$ cat src/rtl/matrix_reader_pkg.sv
// Shared definitions for the matrix reader block.
// Holds default geometry constants, the request-field width, the reader FSM state encoding
// and a helper that checks a requested dimension against the legal range 1..max_dim.
package matrix_reader_pkg;

    localparam int unsigned DefMaxDim    = 5;
    localparam int unsigned DefElemWidth = 8;
    localparam int unsigned DefDimBits   = 3;
    localparam int unsigned ReqWidth     = 4;

    typedef enum logic [2:0] {
        StIdle  = 3'd0,
        StIssue = 3'd1,
        StWait  = 3'd2,
        StPush  = 3'd3,
        StFin   = 3'd4,
        StFail  = 3'd5
    } rd_state_e;

    function automatic logic dim_ok(input logic [ReqWidth-1:0] d, input int unsigned max_dim);
        return (d != '0) && (32'(d) <= max_dim);
    endfunction

endpackage

$ cat src/rtl/matrix_reader_addr_walker.sv
// Row-major row/col counter for the matrix reader.
// Ports:
//   clk_i, rst_ni   clock, asynchronous active-low reset
//   clear_i         zero both counters (takes priority over inc_i)
//   inc_i           advance one element; ignored on the last element
//   m_i, n_i        matrix dimensions (already range-checked by the caller)
//   row_o, col_o    current position
//   row_last_o      col_o == n_i-1
//   last_o          row_o == m_i-1 and col_o == n_i-1
module matrix_reader_addr_walker
    import matrix_reader_pkg::*;
#(
    parameter int unsigned DimBits = DefDimBits
) (
    input  logic                clk_i,
    input  logic                rst_ni,
    input  logic                clear_i,
    input  logic                inc_i,
    input  logic [ReqWidth-1:0] m_i,
    input  logic [ReqWidth-1:0] n_i,
    output logic [DimBits-1:0]  row_o,
    output logic [DimBits-1:0]  col_o,
    output logic                row_last_o,
    output logic                last_o
);

    logic [DimBits-1:0] row_q, row_d;
    logic [DimBits-1:0] col_q, col_d;

    always_comb begin
        row_last_o = (ReqWidth'(col_q) == (n_i - ReqWidth'(1)));
        last_o     = row_last_o && (ReqWidth'(row_q) == (m_i - ReqWidth'(1)));
        row_d      = row_q;
        col_d      = col_q;
        if (clear_i) begin
            row_d = '0;
            col_d = '0;
        end else if (inc_i && !last_o) begin
            // Holding on the last element keeps the counters within m-1/n-1.
            if (row_last_o) begin
                col_d = '0;
                row_d = row_q + DimBits'(1);
            end else begin
                col_d = col_q + DimBits'(1);
            end
        end
    end

    always_ff @(posedge clk_i or negedge rst_ni) begin
        if (!rst_ni) begin
            row_q <= '0;
            col_q <= '0;
        end else begin
            row_q <= row_d;
            col_q <= col_d;
        end
    end

    assign row_o = row_q;
    assign col_o = col_q;

endmodule

$ cat src/rtl/matrix_reader.sv
// Read-side client of matrix storage: walks one stored m x n matrix in row-major order,
// issuing one storage read per element and streaming each element to a consumer over
// valid/ready, tagged with row-end and matrix-end markers.
// Ports:
//   clk, rst                       clock, asynchronous active-low reset
//   start, req_m, req_n, req_slot  request (sampled only when idle)
//   busy                           transfer in progress (through the done cycle)
//   rd_en, rd_m, rd_n, rd_slot_idx, rd_row_idx, rd_col_idx   storage read interface
//   rd_elem, rd_elem_valid         storage return data
//   out_elem, out_valid, out_ready, out_row_last, out_last   element stream
//   done, err                      end-of-transfer pulse, err qualifies a failure
module matrix_reader
    import matrix_reader_pkg::*;
#(
    parameter int unsigned MaxDim    = DefMaxDim,
    parameter int unsigned ElemWidth = DefElemWidth,
    parameter int unsigned DimBits   = DefDimBits
) (
    input  logic                 clk,
    input  logic                 rst,
    input  logic                 start,
    input  logic [ReqWidth-1:0]  req_m,
    input  logic [ReqWidth-1:0]  req_n,
    input  logic                 req_slot,
    output logic                 busy,
    output logic                 rd_en,
    output logic [ReqWidth-1:0]  rd_m,
    output logic [ReqWidth-1:0]  rd_n,
    output logic                 rd_slot_idx,
    output logic [DimBits-1:0]   rd_row_idx,
    output logic [DimBits-1:0]   rd_col_idx,
    input  logic [ElemWidth-1:0] rd_elem,
    input  logic                 rd_elem_valid,
    output logic [ElemWidth-1:0] out_elem,
    output logic                 out_valid,
    input  logic                 out_ready,
    output logic                 out_row_last,
    output logic                 out_last,
    output logic                 done,
    output logic                 err
);

    rd_state_e            state_q, state_d;
    logic [ReqWidth-1:0]  m_q, m_d;
    logic [ReqWidth-1:0]  n_q, n_d;
    logic                 slot_q, slot_d;
    logic [ElemWidth-1:0] elem_q, elem_d;
    logic                 row_last_q, row_last_d;
    logic                 last_q, last_d;
    logic                 busy_q, busy_d;
    logic                 rd_en_q, rd_en_d;
    logic                 valid_q, valid_d;
    logic                 done_q, done_d;
    logic                 err_q, err_d;

    logic                 walk_clr, walk_inc;
    logic                 walk_row_last, walk_last;

    matrix_reader_addr_walker #(
        .DimBits (DimBits)
    ) u_walker (
        .clk_i      (clk),
        .rst_ni     (rst),
        .clear_i    (walk_clr),
        .inc_i      (walk_inc),
        .m_i        (m_q),
        .n_i        (n_q),
        .row_o      (rd_row_idx),
        .col_o      (rd_col_idx),
        .row_last_o (walk_row_last),
        .last_o     (walk_last)
    );

    always_comb begin
        state_d    = state_q;
        m_d        = m_q;
        n_d        = n_q;
        slot_d     = slot_q;
        elem_d     = elem_q;
        row_last_d = row_last_q;
        last_d     = last_q;
        walk_clr   = 1'b0;
        walk_inc   = 1'b0;

        unique case (state_q)
            StIdle: begin
                if (start) begin
                    m_d      = req_m;
                    n_d      = req_n;
                    slot_d   = req_slot;
                    walk_clr = 1'b1;
                    if (dim_ok(req_m, MaxDim) && dim_ok(req_n, MaxDim)) begin
                        state_d = StIssue;
                    end else begin
                        state_d = StFail;
                    end
                end
            end
            StIssue: state_d = StWait;
            StWait: begin
                // No valid pulse one cycle after the strobe means the slot holds no such matrix.
                if (rd_elem_valid) begin
                    elem_d     = rd_elem;
                    row_last_d = walk_row_last;
                    last_d     = walk_last;
                    state_d    = StPush;
                end else begin
                    state_d = StFail;
                end
            end
            StPush: begin
                if (out_ready) begin
                    row_last_d = 1'b0;
                    last_d     = 1'b0;
                    if (last_q) begin
                        state_d = StFin;
                    end else begin
                        walk_inc = 1'b1;
                        state_d  = StIssue;
                    end
                end
            end
            StFin:   state_d = StIdle;
            StFail:  state_d = StIdle;
            default: state_d = StIdle;
        endcase

        // Outputs are registered as a decode of the next state.
        busy_d  = (state_d != StIdle);
        rd_en_d = (state_d == StIssue);
        valid_d = (state_d == StPush);
        done_d  = (state_d == StFin) || (state_d == StFail);
        err_d   = (state_d == StFail);
    end

    always_ff @(posedge clk or negedge rst) begin
        if (!rst) begin
            state_q    <= StIdle;
            m_q        <= '0;
            n_q        <= '0;
            slot_q     <= 1'b0;
            elem_q     <= '0;
            row_last_q <= 1'b0;
            last_q     <= 1'b0;
            busy_q     <= 1'b0;
            rd_en_q    <= 1'b0;
            valid_q    <= 1'b0;
            done_q     <= 1'b0;
            err_q      <= 1'b0;
        end else begin
            state_q    <= state_d;
            m_q        <= m_d;
            n_q        <= n_d;
            slot_q     <= slot_d;
            elem_q     <= elem_d;
            row_last_q <= row_last_d;
            last_q     <= last_d;
            busy_q     <= busy_d;
            rd_en_q    <= rd_en_d;
            valid_q    <= valid_d;
            done_q     <= done_d;
            err_q      <= err_d;
        end
    end

    assign busy         = busy_q;
    assign rd_en        = rd_en_q;
    assign rd_m         = m_q;
    assign rd_n         = n_q;
    assign rd_slot_idx  = slot_q;
    assign out_elem     = elem_q;
    assign out_valid    = valid_q;
    assign out_row_last = row_last_q;
    assign out_last     = last_q;
    assign done         = done_q;
    assign err          = err_q;

endmodule

$ cat config.mk
export PLATFORM = sky130hd
export DESIGN_NAME = matrix_reader
export DESIGN_NICKNAME = d
export VERILOG_FILES = /design/src/rtl/matrix_reader_pkg.sv /design/src/rtl/matrix_reader_addr_walker.sv /design/src/rtl/matrix_reader.sv
export SDC_FILE = /design/constraint.sdc
export NUM_CORES = 1
export LEC_CHECK = 0
export CORE_ASPECT_RATIO = 1.5
export CORE_MARGIN = 10
export CORE_UTILIZATION = 30
export CTS_CLUSTER_SIZE = 30
export DETAILED_ROUTE_END_ITERATION = 10
export DONT_BUFFER_PORTS = 1
export PLACE_DENSITY_LB_ADDON = 0.05
export SETUP_SLACK_MARGIN = 0.4
export SLEW_MARGIN = 20
export SYNTH_ARGS = -nofsm -noshare
export SYNTH_HDL_FRONTEND = slang
export SYNTH_SLANG_ARGS = --single-unit
$ cat constraint.sdc
create_clock -name clk -period 2.6 [get_ports clk]
set_clock_uncertainty 0.05 [all_clocks]
set_input_delay 0.26 -clock clk [delete_from_list [all_inputs] [get_ports clk]]
set_output_delay 0.26 -clock clk [all_outputs]
set_load 0.02 [all_outputs]
== Word-level counts from Yosys, hierarchy flattened ==
Index checks and enable logic that the tools add are counted.

* Register bits after elaboration: 33
* Input bits: 22
* Output and inout bits: 30
* Logic and storage cells: 71

* $add $sub $neg: 4
* Magnitude comparators: 2
* Eq/ne operators: 11
* Mux-type cells: 22
* Reductions and logical operators: 18

{| class="wikitable"
|+ Operators with widths
! cell !! number
|-
| 3-bit 2-to-1 mux || 11
|-
| 3-bit one-hot mux with 4 select lines || 1
|-
| 3-bit by 2-bit equality test with 1-bit output, second input constant || 3
|-
| 3-bit by 4-bit equality test with 1-bit output || 2
|-
| 4-bit by 3-bit <= comparator with 1-bit output, second input constant || 2
|-
| 1-bit 2-to-1 mux || 8
|-
| 4-bit nonzero test || 2
|-
| 4-bit by 1-bit subtractor with 4-bit output, second input constant || 2
|-
| 3-bit by 1-bit adder with 3-bit output, second input constant || 2
|-
| 3-bit by 1-bit equality test with 1-bit output, second input constant || 2
|-
| 3-bit equality test, second input constant || 2
|-
| 2-bit AND reduction || 3
|-
| 2-bit nonzero test || 3
|-
| 1-bit logical AND || 5
|-
| 2-bit inequality test, second input constant || 2
|-
| 1-bit one-hot mux with 2 select lines || 2
|-
| 3-bit logical NOT || 1
|-
| 3-bit AND reduction || 1
|-
| 3-bit nonzero test || 1
|-
| 1-bit logical NOT || 1
|-
| 1-bit logical OR || 1
|}

== Longest topological paths before layout ==
Gate-level depths: netlist of run 1.

* Word-level depth: 8
* Depth in mapped cells: 7
* Depth with buffers taken out: 7

== Modules after synthesis ==
Synthesis of run 1 repeated with hierarchy kept, for this count alone.

* Cell total of the unflattened synthesis: 141
* Area, all modules: 1682.9 µm²

{| class="wikitable"
|+ Modules (own cells, without submodules)
! module !! times used !! cells each !! area an instance (µm²)
|-
| matrix_reader || 1 || 82 || 1139.8
|-
| matrix_reader_addr_walker || 1 || 59 || 543.0
|}

== Least setup slack after synthesis of run 1 ==
Ideal clock, no wire load.

* Path type: register -> register
* Start: reg m_q[0] (netlist: rd_m[0])
* End: reg u_walker.row_q[0] (netlist: u_walker.row_o[0])
* Arrival: 1.774 ns
* Required time: 2.430 ns
* Slack: 0.656 ns
* Cell stages (with the launch flop): 8
* Path buffers: 0
* Period minus slack after synthesis: 1.944 ns
* Cell sequence: dfrtp_1 -> inv_1 -> ha_1 -> xor3_1 -> nor3_2 -> a211oi_4 -> a21oi_1 -> a31o_2

* Cells in the longest elaborated chain, start to end: 7

{| class="wikitable"
|+ RTL lines
! item !! RTL line !! RTL
|-
| start: declaration || matrix_reader.sv:44 || <nowiki>logic [ReqWidth-1:0] m_q, m_d;</nowiki>
|-
| start signal: assignment || matrix_reader.sv:152 || <nowiki>m_q <= m_d;</nowiki>
|-
| 4-bit by 1-bit subtractor with 4-bit output || matrix_reader_addr_walker.sv:32 || <nowiki>last_o = row_last_o && (ReqWidth'(row_q) == (m_i - ReqWidth'(1)));</nowiki>
|-
| 3-bit by 4-bit equality test with 1-bit output || matrix_reader_addr_walker.sv:32 ||
|-
| 1-bit logical AND || matrix_reader_addr_walker.sv:32 ||
|-
| 1-bit logical NOT || matrix_reader_addr_walker.sv:38 || <nowiki>end else if (inc_i && !last_o) begin</nowiki>
|-
| 1-bit logical AND || matrix_reader_addr_walker.sv:38 ||
|-
| 2-bit nonzero test (no source line) || n/a ||
|-
| 2-bit AND reduction (no source line) || n/a ||
|-
| end signal: assignment || matrix_reader_addr_walker.sv:54 || <nowiki>row_q <= row_d;</nowiki>
|-
| end: declaration || matrix_reader_addr_walker.sv:27 || <nowiki>logic [DimBits-1:0] row_q, row_d;</nowiki>
|}

Every way passes these cells.
A chain may end at the register's enable or synchronous reset.

== Worst setup path after layout of run 1 ==
* Start: reg m_q[1] (netlist: rd_m[1])
* End: reg u_walker.row_q[0] (netlist: u_walker.row_o[0])

The elaborated chain is that of the path after synthesis.

==> results, run 1 <==
- The worst setup path is of the flip-flop to flip-flop kind.
- In this run, synthesis inferred 0 flip-flops with an integrated enable.
- The overall power consumption is 2.38 mW.
- The number of global-route vias before repair was 1218.
- Of the synthesized area, sequential elements account for 51.1%.
- When the netlist entered floorplanning its net count stood at 172.
- The worst endpoint required time is 2.72 ns.
- Setup repair after global routing left no endpoint under its margin.
- The internal power component is 1.30 mW.
- The total standard cell area after synthesis is 1620 um2.
- The top cell type's share of synthesized area is 51.1%.
- The sum of met2 wire segment lengths after detailed routing is 1960 um.
- In the finished design, the share of the clock period the worst path needs comes to 77.7%.
- The number of failing setup endpoints in the final timing report is 0.
- Port buffering added 0 buffers.
- The number of setup buffers added after CTS is 0.
- The met1 wire length is 1400 um.
- In this run the power density over the cells is 1320 nW/um2.
- The switching power of the nets is 1.07 mW.
- After floorplanning, the core was sized to cover 5160 um2.
- The starting density of the core is 31.3%.
- The clock network fraction of design power is 15.6%.
- Together, buffers and inverters on the worst path number 1.
- The time the worst path needs with I/O delays and setup is 2.02 ns.
- In the routed design, unresolved DRC markers number 0.
- Entering global routing, the biggest net connects 34 pins.
- IR analysis of the VDD net gives a maximum drop of 0.456 mV.
- The number of antenna violations at the first check in global routing is 0.
- The floorplan step set the die height to 110 um.
- For this run, the detailed router's first-pass iteration total came to 4.
- The post-route antenna net violation count is 0.
- Sequential cells burn 50.2% of the power.
- The flow ran to the end, and the final reports show no timing, DRC or antenna violations.
- The maximum fanout along the worst path is 5.
- In this run the static leakage power is 0.808 nW.
- The antenna cell count is 0.
- The kind of end point of the critical path is a flip-flop.
- The number of nets in the final layout is 179.
- In this run the tightest slew margin relative to its limit is 57.8%.
- The netlist uses 41 different library cells.
- The library cell used as clock root buffer is clkbuf_8.
- The floorplan has 32 rows.
- The amount of wire on met3 after detailed routing is 558 um.
- The switching power share of the total is 45.1%.
- For this design, the sink count on the clock tree is 33.
- Setup total negative slack on the finished layout was measured at 0 ns.
- The clock latency of the later-clocked register in the worst-skew pair is 0.28 ns.
- The slew of the pin with the lowest slew margin is 0.625 ns.
- The count of max-cap constraint violations is 0.
- The total via count in the routed design is 1098.
- Data arrives at the worst endpoint at 2.14 ns.
- The final hold violation count is 0.
- The first global-routing pass estimated 6220 um of wire.
- The proportion of power drawn by combinational gates is 34.2%.
- The number of buffers created by CTS is 5.
- The top layer reached by signal wires is met4.
- The floorplan step defined a die boundary enclosing 8780 um2.
- The post-route netlist has 18.8% of its cells at a drive strength greater than 1.
- Dividing the detail-routed wire length by the instance count gives 17.9 um.
- The number of DRC markers after the initial detailed-route iteration is 66.
- The post-synthesis instance total is 146.
- Relative to the synthesized area, the layout overhead comes to 11.5%.
- After filler insertion, the fill cell instance count of the layout stands at 542.
- Global routing used 9.36% of the available tracks.
- The per-instance average area after synthesis is 11.1 um2.
- The CTS tree is built.
- In this run the horizontal extent of the chip is 79.9 um.
- The placer congestion estimate is 0.723.
- Using the TritonRoute via totals, the vias-per-cell ratio works out to 4.95.
- Detailed placement ended at an HPWL of 2970 um.
- The biggest area contributor in the post-synthesis netlist is dfrtp_1.
- The kind of launch point of the worst setup path is a flip-flop.
- The maximum buffer depth of the clock tree is 2.
- 52 I/O pins were placed.
- The global-route congestion overflow total is 0.
- The critical path's top delay family is compound AO/OA/AOI/OAI gates.
- The clock input transition at the sequential cells of the worst setup and hold paths is 0.07 ns.
- The H-tree was split into 2 levels.
- In this run the worst hold path is classified as input port to flip-flop.
- The signal on the critical path passes through inv_1 > ha_1 > xor3_1 > nor3_2 > a211oi_4 > a21oi_1 > a31o_2.
- Counting flops with an async set or reset pin after synthesis yields a share of 100%.
- Yosys printed 0 warnings.
- Yosys attributes the largest share of cell area to dfrtp_1 (51%), nand2_1 (7.4%), mux2_2 (5.6%).
- The most used flip-flop cell after synthesis is dfrtp_1.
- For this block, the routed nets add up to 3980 um of wire.
- The number of flip-flops and latches in the synthesized netlist is 33.
- The slowest cell on the critical path is dfrtp_1.
- The count of pins over their slew limit is 0.
- The delay contributed by the slowest stage of the critical path is 0.48 ns.
- The maximum clock frequency is 0.495 GHz.
[placed cells by master, fill, tap and decap left out, drive strengths merged, types with 2 or more instances in the layout]
master,netlist,final
dfrtp,33,33
nand2,32,32
o21ai,9,9
mux2,8,8
inv,6,6
clkbuf,2,6
a21oi,5,5
nor2,5,5
nor3,5,5
ha,4,4
a22o,3,3
xor2,3,3
xnor2,3,3
nand3,3,3
nand2b,2,2
and2,2,2
o22a,2,2
clkinv,0,2
a211oi,2,2
buf,1,2
[cell usage after synthesis (2+ instances only)]
library cell	count
nand2b_1	2
o22a_1	2
ha_1	4
nor3_2	2
xor2_1	3
a22o_1	3
nor2_1	4
mux2_2	8
a21oi_1	5
inv_1	6
dfrtp_1	33
nand3_1	2
o21ai_0	9
xnor2_1	3
and2_1	2
nand2_1	32
nor3_1	2
[routing by layer]
layer  global-route usage (%)  vias up
met4                     3.79        0
met5                        0        -
met3                     6.37        5
met2                     16.0       48
li1                         -      518
met1                     8.44      527
[worst reg2reg max path, stage by stage, from the launching register on]
cell	delay (ns)
dfrtp_1	0.48
inv_1	0.09
ha_1	0.18
xor3_1	0.38
nor3_2	0.07
a211oi_4	0.32
a21oi_1	0.11
a31o_2	0.23
[timing repair]
action | 4_1_cts | 5_1_grt
endpoints found under the setup margin | 0 | 3
hold buffers | 2 | 0
resized for setup | 0 | 3
hold endpoints to repair | 33 | 0
[power groups by stage]
stage | logic [mW] | registers (mW) | clock network [mW]
final | 0.813 | 1.19 | 0.371
after global routing | 0.925 | 1.23 | 0.417
after CTS | 0.832 | 1.20 | 0.390
after detailed placement | 0.812 | 1.21 | 0
after global placement | 0.798 | 1.21 | 0
after floorplan | 0.707 | 1.12 | 0
[cell families after synthesis]
kind of cell             after synthesis  synth area share (%)
AO/OA/AOI/OAI                         27                  12.2
XOR/XNOR                               8                  6.12
adder cells (fa/ha/maj)                4                  3.10
buffers and inverters                  9                  2.87
flip-flops                            33                  51.1
multiplexers                           9                  6.20
AND/OR/NAND/NOR                       56                  18.4
[registers in the layout, indices dropped and copies added (netlist names)]
| signal | count |
|---|---|
| out_valid | 1 |
| done | 1 |
| rd_en | 1 |
| out_last | 1 |
| err | 1 |
| u_walker.col_o | 3 |
| u_walker.row_o | 3 |
| rd_slot_idx | 1 |
| rd_m | 4 |
| state_q | 3 |
| busy | 1 |
| rd_n | 4 |
| out_row_last | 1 |
| out_elem | 8 |
[area by class of cell]
class | instances | area, um2 | share of cell area [%]
Inverter | 6 | 22.5 | 1.25
Timing Repair Buffer | 3 | 37.5 | 2.08
Clock buffer | 6 | 72.6 | 4.03
Clock inverter | 2 | 10.0 | 0.556
Multi-Input combinational cell | 104 | 743 | 41.3
Tap cell | 68 | 85.1 | 4.73
Sequential cell | 33 | 830 | 46.1
[metrics by stage]
stage / hold slack [ns] / worst slack [ns] / instance area [um2] / util [%] / instances
6_report: 0.0328 / 0.581 / 1800 / 34.9 / 222
5_1_grt: 0.0258 / 0.454 / 1800 / 34.9 / 222
4_1_cts: 0.0236 / 0.493 / 1800 / 34.8 / 222
3_5_place_dp: -0.0844 / 0.504 / 1680 / 32.6 / 212
3_3_place_gp: -0.0845 / 0.538 / 1680 / 32.6 / 212
2_1_floorplan: -0.0856 / 0.656 / 1620 / - / 146
[final timing paths]
check	startpoint	end	slack [ns]	cells after the start
max	rd_m[1]	u_walker.row_o[0]	0.58	7
max in group asynchronous	rst	rd_m[0]	1.93	2
max reg2reg	rd_m[1]	u_walker.row_o[0]	0.58	7
min	req_m[3]	rd_m[3]	0.03	2
min reg2reg	state_q[2]	state_q[1]	0.52	1
min in group asynchronous	rst	rd_n[0]	0.37	2
(Power assumes the default switching activity.)
==> run 2, diff against run 1 <==
==> constraint.sdc (replaced) <==
create_clock -name clk -period 1.8 [get_ports clk]
set_clock_uncertainty 0.05 [all_clocks]
set_input_delay 0.18 -clock clk [delete_from_list [all_inputs] [get_ports clk]]
set_output_delay 0.18 -clock clk [all_outputs]
set_load 0.02 [all_outputs]
==> results, run 2 (same netlist as run 1, synthesis figures left out) <==
- The die boundary width is 79.9 um.
- Once routing completed, OpenROAD measured the worst setup slack at 0.0227 ns.
- The DRC violations left is 0.
- The worst endpoint required time is 1.93 ns.
- Summed over all cells, the static leakage comes to 1.15 nW.
- The post-route netlist has 51.2% of its cells at a drive strength greater than 1.
- IR analysis of the VDD net gives a maximum drop of 0.703 mV.
- The later pin in the worst-skew pair is clocked with a latency of 0.29 ns.
- Detailed placement ended at an HPWL of 3260 um.
- The worst setup path is launched from a flip-flop.
- The worst pin sits at a relative slew slack of 60.5%.
- The data arrival at the endpoint of the critical path is 1.91 ns.
- The count of max-cap constraint violations is 0.
- The maximum clock frequency is 0.563 GHz.
- Input and output buffers added on the ports amount to 0.
- The delay contributed by the slowest stage of the critical path is 0.43 ns.
- The maximum number of pins on one net before global-route repair is 34.
- The area growth from synthesis to layout is 57.2%.
- In this run, placement finished with an instance count of 229.
- The core outline area is 5160 um2.
- Dividing the detail-routed wire length by the instance count gives 17.7 um.
- The number of top-level pins is 52.
- The tightest min-delay check is of the input port to flip-flop type.
- The minimum setup slack after placement is -0.0135 ns.
- Setup repair after global routing could not meet its margin everywhere.
- Power comes to 4.71 mW.
- The CTS tree is built.
- The total iterations of the first detailed-routing run is 3.
- The global-route wire length before repair is 7580 um.
- The total via count in the routed design is 1300.
- The flow ran to the end, and the final reports show no timing, DRC or antenna violations.
- Walking the worst path, the cells encountered are inv_2 > ha_4 > xnor2_4 > nor3_4 > a211oi_4 > buf_4 > a31o_4.
- For the pin with the worst max-slew slack, the measured transition is 0.585 ns.
- The maximum buffer depth of the clock tree is 2.
- For this design, the sink count on the clock tree is 33.
- The library cell used as clock root buffer is clkbuf_8.
- The final hold violation count is 0.
- The flip-flop count of the largest register after layout is 8.
- Counting instances, the worst hold path has a depth of 2.
- The utilization of the core after routing is 49.2%.
- The row count is 32.
- Once layout is complete, the cells apart from fillers number 273.
- The floorplan step defined a die boundary enclosing 8780 um2.
- For this design the ratio of total power to cell area is 1860 nW/um2.
- Dividing the final minimum period by the clock period gives 98.7%.
- The depth of the worst register-to-register path is 7.
- The repair_antennas step left the layout with diodes totalling 0.
- Setup violations remaining at the end of the flow were counted as 0.
- The tightest hold path in the finished design has a slack of 0.0383 ns.
- The count of pins over their slew limit came to 0.
- The number of buffers created by CTS is 5.
- After detailed routing, the number of vias per cell comes to 4.76.
- The number of nets in the final layout is 230.
- The slowest cell on the critical path is dfrtp_2.
- The clock input transition at the sequential cells of the worst setup and hold paths is 0.07 ns.
- In this run the number of H-tree levels came out at 2.
- The post-route antenna net violation count is 0.
- In the layout the commonest cells are dfrtp_1 (24), buf_4 (24), nand2_1 (22).
- The global-route total usage across every layer is 11.4%.
- The path type of the worst setup path is flip-flop to flip-flop.
- The maximum fanout along the worst path is 4.
- At the end of routability-driven placement, the weighted congestion stood at 0.682.
- The time the worst path needs with I/O delays and setup is 1.78 ns.
- The kind of end point of the critical path is a flip-flop.
- The global-route congestion overflow total is 0.
- The initial utilization of the core area, before any placement, comes to 31.3%.
- The overall routed net length is 4830 um.
- The die is 110 um tall.
- The number of antenna violations at the first check in global routing came to 0.
- The number of global-route vias before repair came to 1511.
- The number of DRC markers after the initial detailed-route iteration is 38.
## run 2: critical path: cells and delay by family, from the launching register on
kind / cells / cell delay (ns)
compound gates: 2 / 0.31
fa+ha+maj: 1 / 0.22
xor+xnor: 1 / 0.15
buf+inv: 2 / 0.25
simple gates: 1 / 0.26
flops: 1 / 0.43
## run 2: layout make-up
class	instances	area, um2
Clock buffer	7	96.3
Multi-Input combinational cell	105	993
Inverter	6	25.0
Tap cell	68	85.1
Clock inverter	1	5.00
Fill cell	475	2630
Sequential cell	33	837
Timing Repair Buffer	53	497
## run 2: where the power goes
group          switching [mW]  internal [mW]
registers               0.545           1.07
logic                    1.16           1.32
clock network           0.272          0.346
## run 2: final timing paths
kind                            startpoint                 to  slack [ns]
worst max register to register     rd_m[1]  u_walker.row_o[0]        0.02
worst min register to register     rd_m[2]            rd_m[2]        0.51
max in group asynchronous              rst         state_q[1]        1.18
worst min-delay path             out_ready          out_valid        0.04
min in group asynchronous              rst        rd_slot_idx        0.31
worst max-delay path               rd_m[1]  u_walker.row_o[0]        0.02
## run 2: layer usage
layer | wire length, um | track usage (%)
met5 | 0 | 0
met4 | 65 | 4.29
met3 | 504 | 6.62
met2 | 2590 | 20.9
met1 | 1660 | 9.78
## run 2: through the flow
| step | setup TNS (ns) | area, um2 |
|---|---|---|
| 2_1_floorplan | 0 | 1680 |
| 3_3_place_gp | -0.0262 | 1870 |
| 3_5_place_dp | -0.0208 | 1870 |
| 4_1_cts | 0 | 2370 |
| 5_1_grt | -0.0843 | 2540 |
| 6_report | 0 | 2540 |
## run 2: timing repair
item,CTS,global route
buffers inserted,12,4
resized for setup,26,41
setup endpoints to repair,25,30
hold buffers,19,0
gates cloned,1,0
pin swaps,14,11
endpoints found under the hold margin,50,0
==> run 3, diff against run 2 <==
--- a/config.mk
+++ b/config.mk
@@ -8,6 +8,7 @@
 export CORE_ASPECT_RATIO = 1.5
 export CORE_MARGIN = 10
 export CORE_UTILIZATION = 30
+export CTS_CLUSTER_DIAMETER = 30
 export CTS_CLUSTER_SIZE = 30
 export DETAILED_ROUTE_END_ITERATION = 10
 export DONT_BUFFER_PORTS = 1
==> results of run 3 <==
No change in the layout: final DEF, timing and power equal those of run 2.
==> edit (config.mk and constraints of run 3) <==
Change the package constant `ReqWidth` from 4 to 6.
--- a/src/rtl/matrix_reader_pkg.sv
+++ b/src/rtl/matrix_reader_pkg.sv
@@ -6,7 +6,7 @@
     localparam int unsigned DefMaxDim    = 5;
     localparam int unsigned DefElemWidth = 8;
     localparam int unsigned DefDimBits   = 3;
-    localparam int unsigned ReqWidth     = 4;
+    localparam int unsigned ReqWidth     = 6;
 
     typedef enum logic [2:0] {
         StIdle  = 3'd0,
Interface: changed (resized rd_m, rd_n, req_m and req_n); port bits go from 52 to 60. No check against the original RTL was run, so the function may have changed too.
==> edit against run 3 <==
The flow now finishes with violations (negative setup slack); sequential power rose by 6%; wire length rose by 19%; synthesized area increased by 12%; highest routed layer unchanged; power up 3.1%; design area rose by 8.4%; hold slack lost 0.027 ns; worst setup slack worse by 0.045 ns; sequential cell count grew 4; critical path depth did not move.
==> edit: results <==
[critical_path]
arrival_ns = 1.95
reg2reg_depth = 7
cp_max_fo = 3

[placed_design]
post-place-ws_ns = -0.06352
place_area_um2 = 2152
place_congestion = 0.7681
dp_hpwl_um = 4044

[global_routing]
grt_util_met3_pct = 4.600
grt_pass1_wl_um = 9156
globalRouteMet2Util_pct = 21.02
grt_max_degree = 38
use_met1_pct = 12.10
grt_use_total_pct = 11.63
grt_pass1_vias = 1710

[yosys]
synthAdderAreaFrac_pct = 2.762
synth_common_cells = "nand2_1 (39), dfrtp_1 (37), mux2_2 (8), inv_1 (7), o21ai_0 (6)"
ys_top_cells_by_area = "dfrtp_1 (51%), nand2_1 (8.1%), mux2_2 (5.0%)"
yosysWarnings = 0
synth_compound_area_share_pct = 12.15
synth-seq-area-share_pct = 51.10
muxShareOfSynthArea_pct = 6.630
synth_cell_types = 43

[cells_and_area]
n_fill_cell = 531
nets = 269
multi_input_area_um2 = 1060
drive_gt1_share_pct = 40.00

[timing]
worstMarginPinSlew_ns = 0.4225
layout_setup_ws_ns = -0.02259
timing.setup.tns_ns = -0.05240
hold_ws_ns = 0.01132
setup_viol_count_final = 3

[pwr]
leakage_nw = 1.228
intPower_mw = 2.799
peakVddDrop_mv = 0.8413

[run_status]
status = "finished with violations"
violations = "negative setup slack"

[route]
drt_iter0_drc = 73
drtPass1Iterations = 4
vias = 1555
wirelength_um = 5765
vias_per_cell = 4.984
-- edit: changes by cell type in the layout (fill, tap and decap cells not counted), sizes merged, moves of 3 or more --
| cell | delta |
|---|---|
| nand2 | +7 |
| buf | +4 |
| o21a | +3 |
| nand2b | +3 |
| nand4 | +3 |
| dlygate4sd3 | +4 |
| dfrtp | +4 |
-- edit: logic make-up (layout without fill, tap and decap cells) --
logic type / after synthesis / after routing
fa+ha+maj: 4 / 4
simple gates: 74 / 75
mux: 11 / 11
buf+inv: 12 / 76
flops: 37 / 37
compound gates: 31 / 31
xor+xnor: 6 / 6
-- edit: metal layers --
| metal | up-vias | routed length [µm] |
|---|---|---|
| met2 | 38 | 3170 |
| met5 | - | 0 |
| met3 | 6 | 414 |
| met1 | 771 | 2102 |
| li1 | 740 | - |
| met4 | 0 | 77 |
-- edit: worst max-delay path: stages, from the launching register on --
cell and delay (ns):
dfrtp_2 0.41, inv_2 0.08, ha_4 0.21, xnor2_4 0.13, nor4_4 0.29, o21ai_4 0.12, a211o_1 0.28, mux2i_1 0.13
-- edit: final cells by class --
class	instances	area share, %
multi-input combinational	127	38.50
sequential	37	33.86
timing repair buffer	61	19.73
clock buffer	7	3.500
tap	72	3.273
inverter	7	0.9545
clock inverter	1	0.1818
-- edit: power groups by stage --
stage	clock, mW	combinational (mW)	sequential [mW]
2_1_floorplan	0	1.12	1.84
3_3_place_gp	0	1.86	1.70
3_5_place_dp	0	1.89	1.71
4_1_cts	0.665	2.37	1.71
5_1_grt	0.699	2.74	1.76
6_report	0.636	2.51	1.71
-- edit: repair_timing --
item | in CTS | in global routing
buffers inserted | 5 | 4
cloned | 1 | 2
resized for setup | 25 | 19
hold endpoints to repair | 58 | 0
pin swaps | 15 | 7
setup endpoints to repair | 28 | 33
hold buffers | 23 | 0
